--- src/rtl/uart_tx_pkg.sv ---
// Shared definitions for the UART transmit path: state encoding, parity
// selectors and serial line levels.
package uart_tx_pkg;

    localparam int unsigned STATE_W  = 3;
    localparam int unsigned SER_W    = 8;

    // State encoding
    localparam logic [STATE_W-1:0] IDLE   = 3'd0;
    localparam logic [STATE_W-1:0] START  = 3'd1;
    localparam logic [STATE_W-1:0] DATA   = 3'd2;
    localparam logic [STATE_W-1:0] PARITY = 3'd3;
    localparam logic [STATE_W-1:0] STOP   = 3'd4;

    typedef enum logic [STATE_W-1:0] {
        ST_IDLE   = IDLE,
        ST_START  = START,
        ST_DATA   = DATA,
        ST_PARITY = PARITY,
        ST_STOP   = STOP
    } tx_state_e;

    // Parity type selectors
    localparam logic PAR_EVEN = 1'b0;
    localparam logic PAR_ODD  = 1'b1;

    // Serial line levels
    localparam logic LINE_IDLE = 1'b1;
    localparam logic START_BIT = 1'b0;
    localparam logic STOP_BIT  = 1'b1;

endpackage

--- src/rtl/uart_parity_calc.sv ---
// Combinational parity of the parallel word.
// Ports:
//   P_DATA     in  word to protect
//   PAR_TYP    in  0 = even, 1 = odd
//   par_bit_c  out parity bit to place on the line
module uart_parity_calc
    import uart_tx_pkg::*;
#(
    parameter int unsigned DATA_WIDTH = SER_W
) (
    input  logic [DATA_WIDTH-1:0] P_DATA,
    input  logic                  PAR_TYP,
    output logic                  par_bit_c
);

    // XOR-reduce gives even parity; odd type inverts it
    assign par_bit_c = (^P_DATA) ^ (PAR_TYP == PAR_ODD);

endmodule

--- src/rtl/uart_tx_ctrl.sv ---
// Frame controller for the UART transmit path around an 8-bit serializer.
// Sequences start -> data -> optional parity -> stop and muxes TX_OUT.
// Ports:
//   CLK, RST     bit clock, async active-low reset
//   P_DATA       parallel word (parity only; serializer shifts the data)
//   Data_Valid   upstream word valid
//   PAR_EN       insert parity bit
//   PAR_TYP      0 = even, 1 = odd
//   ser_data     serializer bit, registered, LSB first
//   ser_done     serializer has shifted all bits
//   ser_en       serializer shift enable
//   accept_new   word taken when Data_Valid && accept_new
//   TX_OUT       serial line
//   busy         frame in progress
module uart_tx_ctrl
    import uart_tx_pkg::*;
#(
    parameter int unsigned DATA_WIDTH = SER_W,
    parameter int unsigned STOP_BITS  = 1
) (
    input  logic                  CLK,
    input  logic                  RST,
    input  logic [DATA_WIDTH-1:0] P_DATA,
    input  logic                  Data_Valid,
    input  logic                  PAR_EN,
    input  logic                  PAR_TYP,
    input  logic                  ser_data,
    input  logic                  ser_done,
    output logic                  ser_en,
    output logic                  accept_new,
    output logic                  TX_OUT,
    output logic                  busy
);

    tx_state_e state_q, state_d;
    logic      stop_cnt_q;
    logic      par_en_q;
    logic      par_bit_q;
    logic      par_bit_c;
    logic      last_stop_c;
    logic      accept_c;

    uart_parity_calc #(.DATA_WIDTH(DATA_WIDTH)) u_parity (
        .P_DATA    (P_DATA),
        .PAR_TYP   (PAR_TYP),
        .par_bit_c (par_bit_c)
    );

    // Final stop bit is the only point inside a frame that may take a new word
    assign last_stop_c = (state_q == ST_STOP) && (stop_cnt_q == 1'(STOP_BITS - 1));
    assign accept_c    = Data_Valid && accept_new;

    // State register
    always_ff @(posedge CLK or negedge RST) begin
        if (!RST) begin
            state_q <= ST_IDLE;
        end else begin
            state_q <= state_d;
        end
    end

    // Stop-bit counter; held at zero outside STOP
    always_ff @(posedge CLK or negedge RST) begin
        if (!RST) begin
            stop_cnt_q <= 1'b0;
        end else if ((state_q == ST_STOP) && !last_stop_c) begin
            stop_cnt_q <= stop_cnt_q + 1'b1;
        end else begin
            stop_cnt_q <= 1'b0;
        end
    end

    // Per-frame configuration captured at acceptance
    always_ff @(posedge CLK or negedge RST) begin
        if (!RST) begin
            par_en_q  <= 1'b0;
            par_bit_q <= 1'b0;
        end else if (accept_c) begin
            par_en_q  <= PAR_EN;
            par_bit_q <= par_bit_c;
        end
    end

    // Next-state and output decode
    always_comb begin
        state_d    = state_q;
        TX_OUT     = LINE_IDLE;
        busy       = 1'b0;
        ser_en     = 1'b0;
        accept_new = 1'b0;
        unique case (state_q)
            ST_IDLE: begin
                accept_new = 1'b1;
                if (Data_Valid) state_d = ST_START;
            end
            ST_START: begin
                TX_OUT  = START_BIT;
                busy    = 1'b1;
                ser_en  = 1'b1;     // preload bit0 so it is on ser_data in the first DATA cycle
                state_d = ST_DATA;
            end
            ST_DATA: begin
                TX_OUT = ser_data;
                busy   = 1'b1;
                ser_en = !ser_done;
                if (ser_done) state_d = par_en_q ? ST_PARITY : ST_STOP;
            end
            ST_PARITY: begin
                TX_OUT  = par_bit_q;
                busy    = 1'b1;
                state_d = ST_STOP;
            end
            ST_STOP: begin
                TX_OUT = STOP_BIT;
                busy   = 1'b1;
                if (last_stop_c) begin
                    accept_new = 1'b1;
                    state_d    = Data_Valid ? ST_START : ST_IDLE;
                end
            end
            default: begin
                state_d = ST_IDLE;
            end
        endcase
    end

endmodule

--- config.mk ---
export PLATFORM = sky130hd
export DESIGN_NAME = uart_tx_ctrl
export DESIGN_NICKNAME = d
export VERILOG_FILES = /design/src/rtl/uart_tx_pkg.sv /design/src/rtl/uart_parity_calc.sv /design/src/rtl/uart_tx_ctrl.sv
export SDC_FILE = /design/constraint.sdc
export NUM_CORES = 1
export LEC_CHECK = 0
export ABC_AREA = 1
export CAP_MARGIN = 10
export CORE_AREA = 2 2 39 41
export CTS_CLUSTER_SIZE = 10
export DETAILED_ROUTE_END_ITERATION = 8
export DIE_AREA = 0 0 41 43
export PLACE_DENSITY = 0.68
export SLEW_MARGIN = 20
export SYNTH_ARGS = -nofsm -noshare
export SYNTH_HDL_FRONTEND = slang
export SYNTH_SLANG_ARGS = --single-unit
--- constraint.sdc ---
create_clock -name CLK -period 1.65 [get_ports CLK]
set_clock_uncertainty 0.15 [all_clocks]
set_input_delay 0.33 -clock CLK [delete_from_list [all_inputs] [get_ports CLK]]
set_output_delay 0.33 -clock CLK [all_outputs]
set_load 0.05 [all_outputs]
==> run metrics <==
outcome finished, violations left; failing checks setup timing; Max FO, Critical Path 3; DRT Wirelength 987 µm; total power 1.52 mW; All-Layer GR Usage between 10 and 15%; GR Overflow Total 0; cell accounting for the most synthesized area dfrtp_1; CP Data Arrival Time approximately 1.3 ns; share of cells above drive strength 1 27.5%; Mapped Area between 400 and 500 µm²; core box area 1380 µm²; row count 14; Syn Inst Count 78; H-tree Lvls 1; Max clock buf depth 2; Post-DP Area roughly 720 µm²; pwr dens just under 2000 nW/µm²; first-pass iteration count of the detailed router 2; PnR worst setup slack -0.101 ns; fin nets about 120; VDD IR-drop max around 0.6 mV; die area between 1500 and 2000 µm²; IO Pins 19; Worst-Skew Late Latency between 0.2 and 0.25 ns; RSZ-0062 raised after global routing yes; Synth Register Bits 6; number of DRC markers in iteration 0 1; Worst setup EP type primary output; critical setup path kind reg2out; syn_area_per_cell 6.05 µm²; Synth cell types 18; # diodes 0; Req. time, crit path roughly 1.2 ns; vias per cell ~4.6; TritonCTS Buffers 3; post-synthesis sequential area ratio a little under a third; maximum clock rate ~570 MHz; # setup viols final 4; vias in the first global route roughly 470; CTS clk-pin slew, worst paths roughly 0.040 ns; Ys Warns 0; final period utilization 106%; TritonCTS Sinks 6; post-synth top area share 31.8%; vias 537; DR DRC count 0; routability cong. approximately 0.73; Hold Fails Final Rpt 0; Routed Antenna Nets 0; main area contributors after synthesis dfrtp_1, nand2_1, nand3_1; # hold bufs at CTS 0; critical path startpoint state_q[1]$_DFFE_PN0P_; synth-to-layout area growth 67.4%; CTS tree built; Initial Utilization about a third; max-cap violations 0; Die W about 41 µm; initial antenna violation count 0; post-DR wirelength/cell roughly 8.4 µm; Buffers on Ports 18; Worst R2R Start state_q[1]$_DFFE_PN0P_; Die H about 43 µm; hold crit path type in2async; Root Buffer clkbuf_4; largest net degree at the start of global routing 8; Pleak 0.403 nW; CP Launch Type flip-flop; minimum clock period about 1.8 ns; Final Cell Area 790 µm²; DP Wirelength 816 µm; first-pass GRT wire length roughly 1700 µm; Post-Syn Nets 93; max-slew violations 0
==> metal layers <==
| metal | up-vias | share of wire [%] | GRT usage (%) |
|---|---|---|---|
| met3 | 0 | 6.1 | 3.14 |
| li1 | 285 | - | - |
| met4 | 0 | 0 | 6.00 |
| met5 | - | 0 | 0 |
| met2 | 15 | 59 | 26.6 |
| met1 | 237 | 35 | 14.6 |
==> cell type report <==
cell class,count,area (µm²)
multi-input combinational,57,294
inverter,15,56.3
fill,141,594
timing repair buffer,21,243
clock buffer,3,22.5
sequential,6,154
tap,16,20.0
==> kinds of logic (layout without fill, tap and decap cells) <==
group	after synthesis	in the layout	synth area share, %
xor gates and xnor gates	1	1	1.86
other	1	1	0.795
and+or+nand+nor	50	50	47.5
DFF	6	6	31.8
AOI/OAI and AO/OA	5	5	6.10
buffers and inverters	15	39	11.9
==> cells in the mapped netlist <==
master,instances
nand3_2,1
clkinv_1,1
or2_1,1
nor2_4,1
nand2_2,2
nand2_1,26
a21oi_2,1
nor2_2,1
xor2_1,1
nand3_1,8
conb_1,1
nor3_1,2
a21oi_1,1
dfrtp_1,6
o21ai_1,3
nor2_1,8
inv_1,10
inv_2,4
==> state kept, by name, indices dropped and copies added (netlist names) <==
register,cells
par_en_q,1
state_q,3
stop_cnt_q,1
par_bit_q,1
==> report_power, final <==
part,internal [mW],total (mW),switching [mW]
Sequential,0.213,0.300,0.0868
Combinational,0.498,1.09,0.593
Clock,0.0817,0.126,0.0442
==> worst paths after layout <==
| check | slack, ns | to | depth (start not counted) |
|---|---|---|---|
| setup / recovery | -0.10 | busy | 4 |
| hold / removal | 0.19 | par_bit_q$_DFFE_PN0P_ | 1 |
| setup reg to reg | 0.30 | par_bit_q$_DFFE_PN0P_ | 7 |
| hold reg to reg | 0.34 | par_bit_q$_DFFE_PN0P_ | 2 |
| max in group asynchronous | 0.93 | state_q[1]$_DFFE_PN0P_ | 1 |
| min in group CLK | 0.34 | par_bit_q$_DFFE_PN0P_ | 2 |
==> critical path: stages (launching register included) <==
cell and delay (ns):
dfrtp_2 0.43, nor2_4 0.15, nor2_2 0.05, or2_1 0.26, buf_12 0.16
==> cells in the final DEF (no fill, tap or decap), types with 3 or more instances in the layout <==
| master | instances |
|---|---|
| clkbuf_4 | 3 |
| nor2_4 | 3 |
| dfrtp_2 | 3 |
| buf_12 | 4 |
| o21ai_1 | 3 |
| nand2_1 | 25 |
| dfrtp_1 | 3 |
| nor2_1 | 6 |
| buf_4 | 3 |
| inv_1 | 9 |
| nand3_1 | 8 |
| clkdlybuf4s50_1 | 14 |
| nand2_2 | 3 |
| inv_2 | 5 |
==> timing repair <==
| action | CTS | global route |
|---|---|---|
| setup buffers | 0 | 2 |
| pin swaps | 3 | 3 |
| resized for setup | 8 | 3 |
| endpoints found under the setup margin | 4 | 4 |
==> stage by stage <==
stage / std cells / setup WS (ns) / utilization, % / hold WS [ns] / TNS, ns
global route: 118 / -0.162 / 57.1 / 0.203 / -0.562
global placement: 113 / 0.0171 / 52.0 / 0.322 / 0
floorplan: 78 / 0.0614 / - / -0.116 / 0
finish: 118 / -0.101 / 57.1 / 0.187 / -0.332
detailed placement: 113 / 0.00725 / 52.0 / 0.323 / 0
CTS: 116 / -0.106 / 55.0 / 0.193 / -0.248
(Power assumes the default switching activity.)
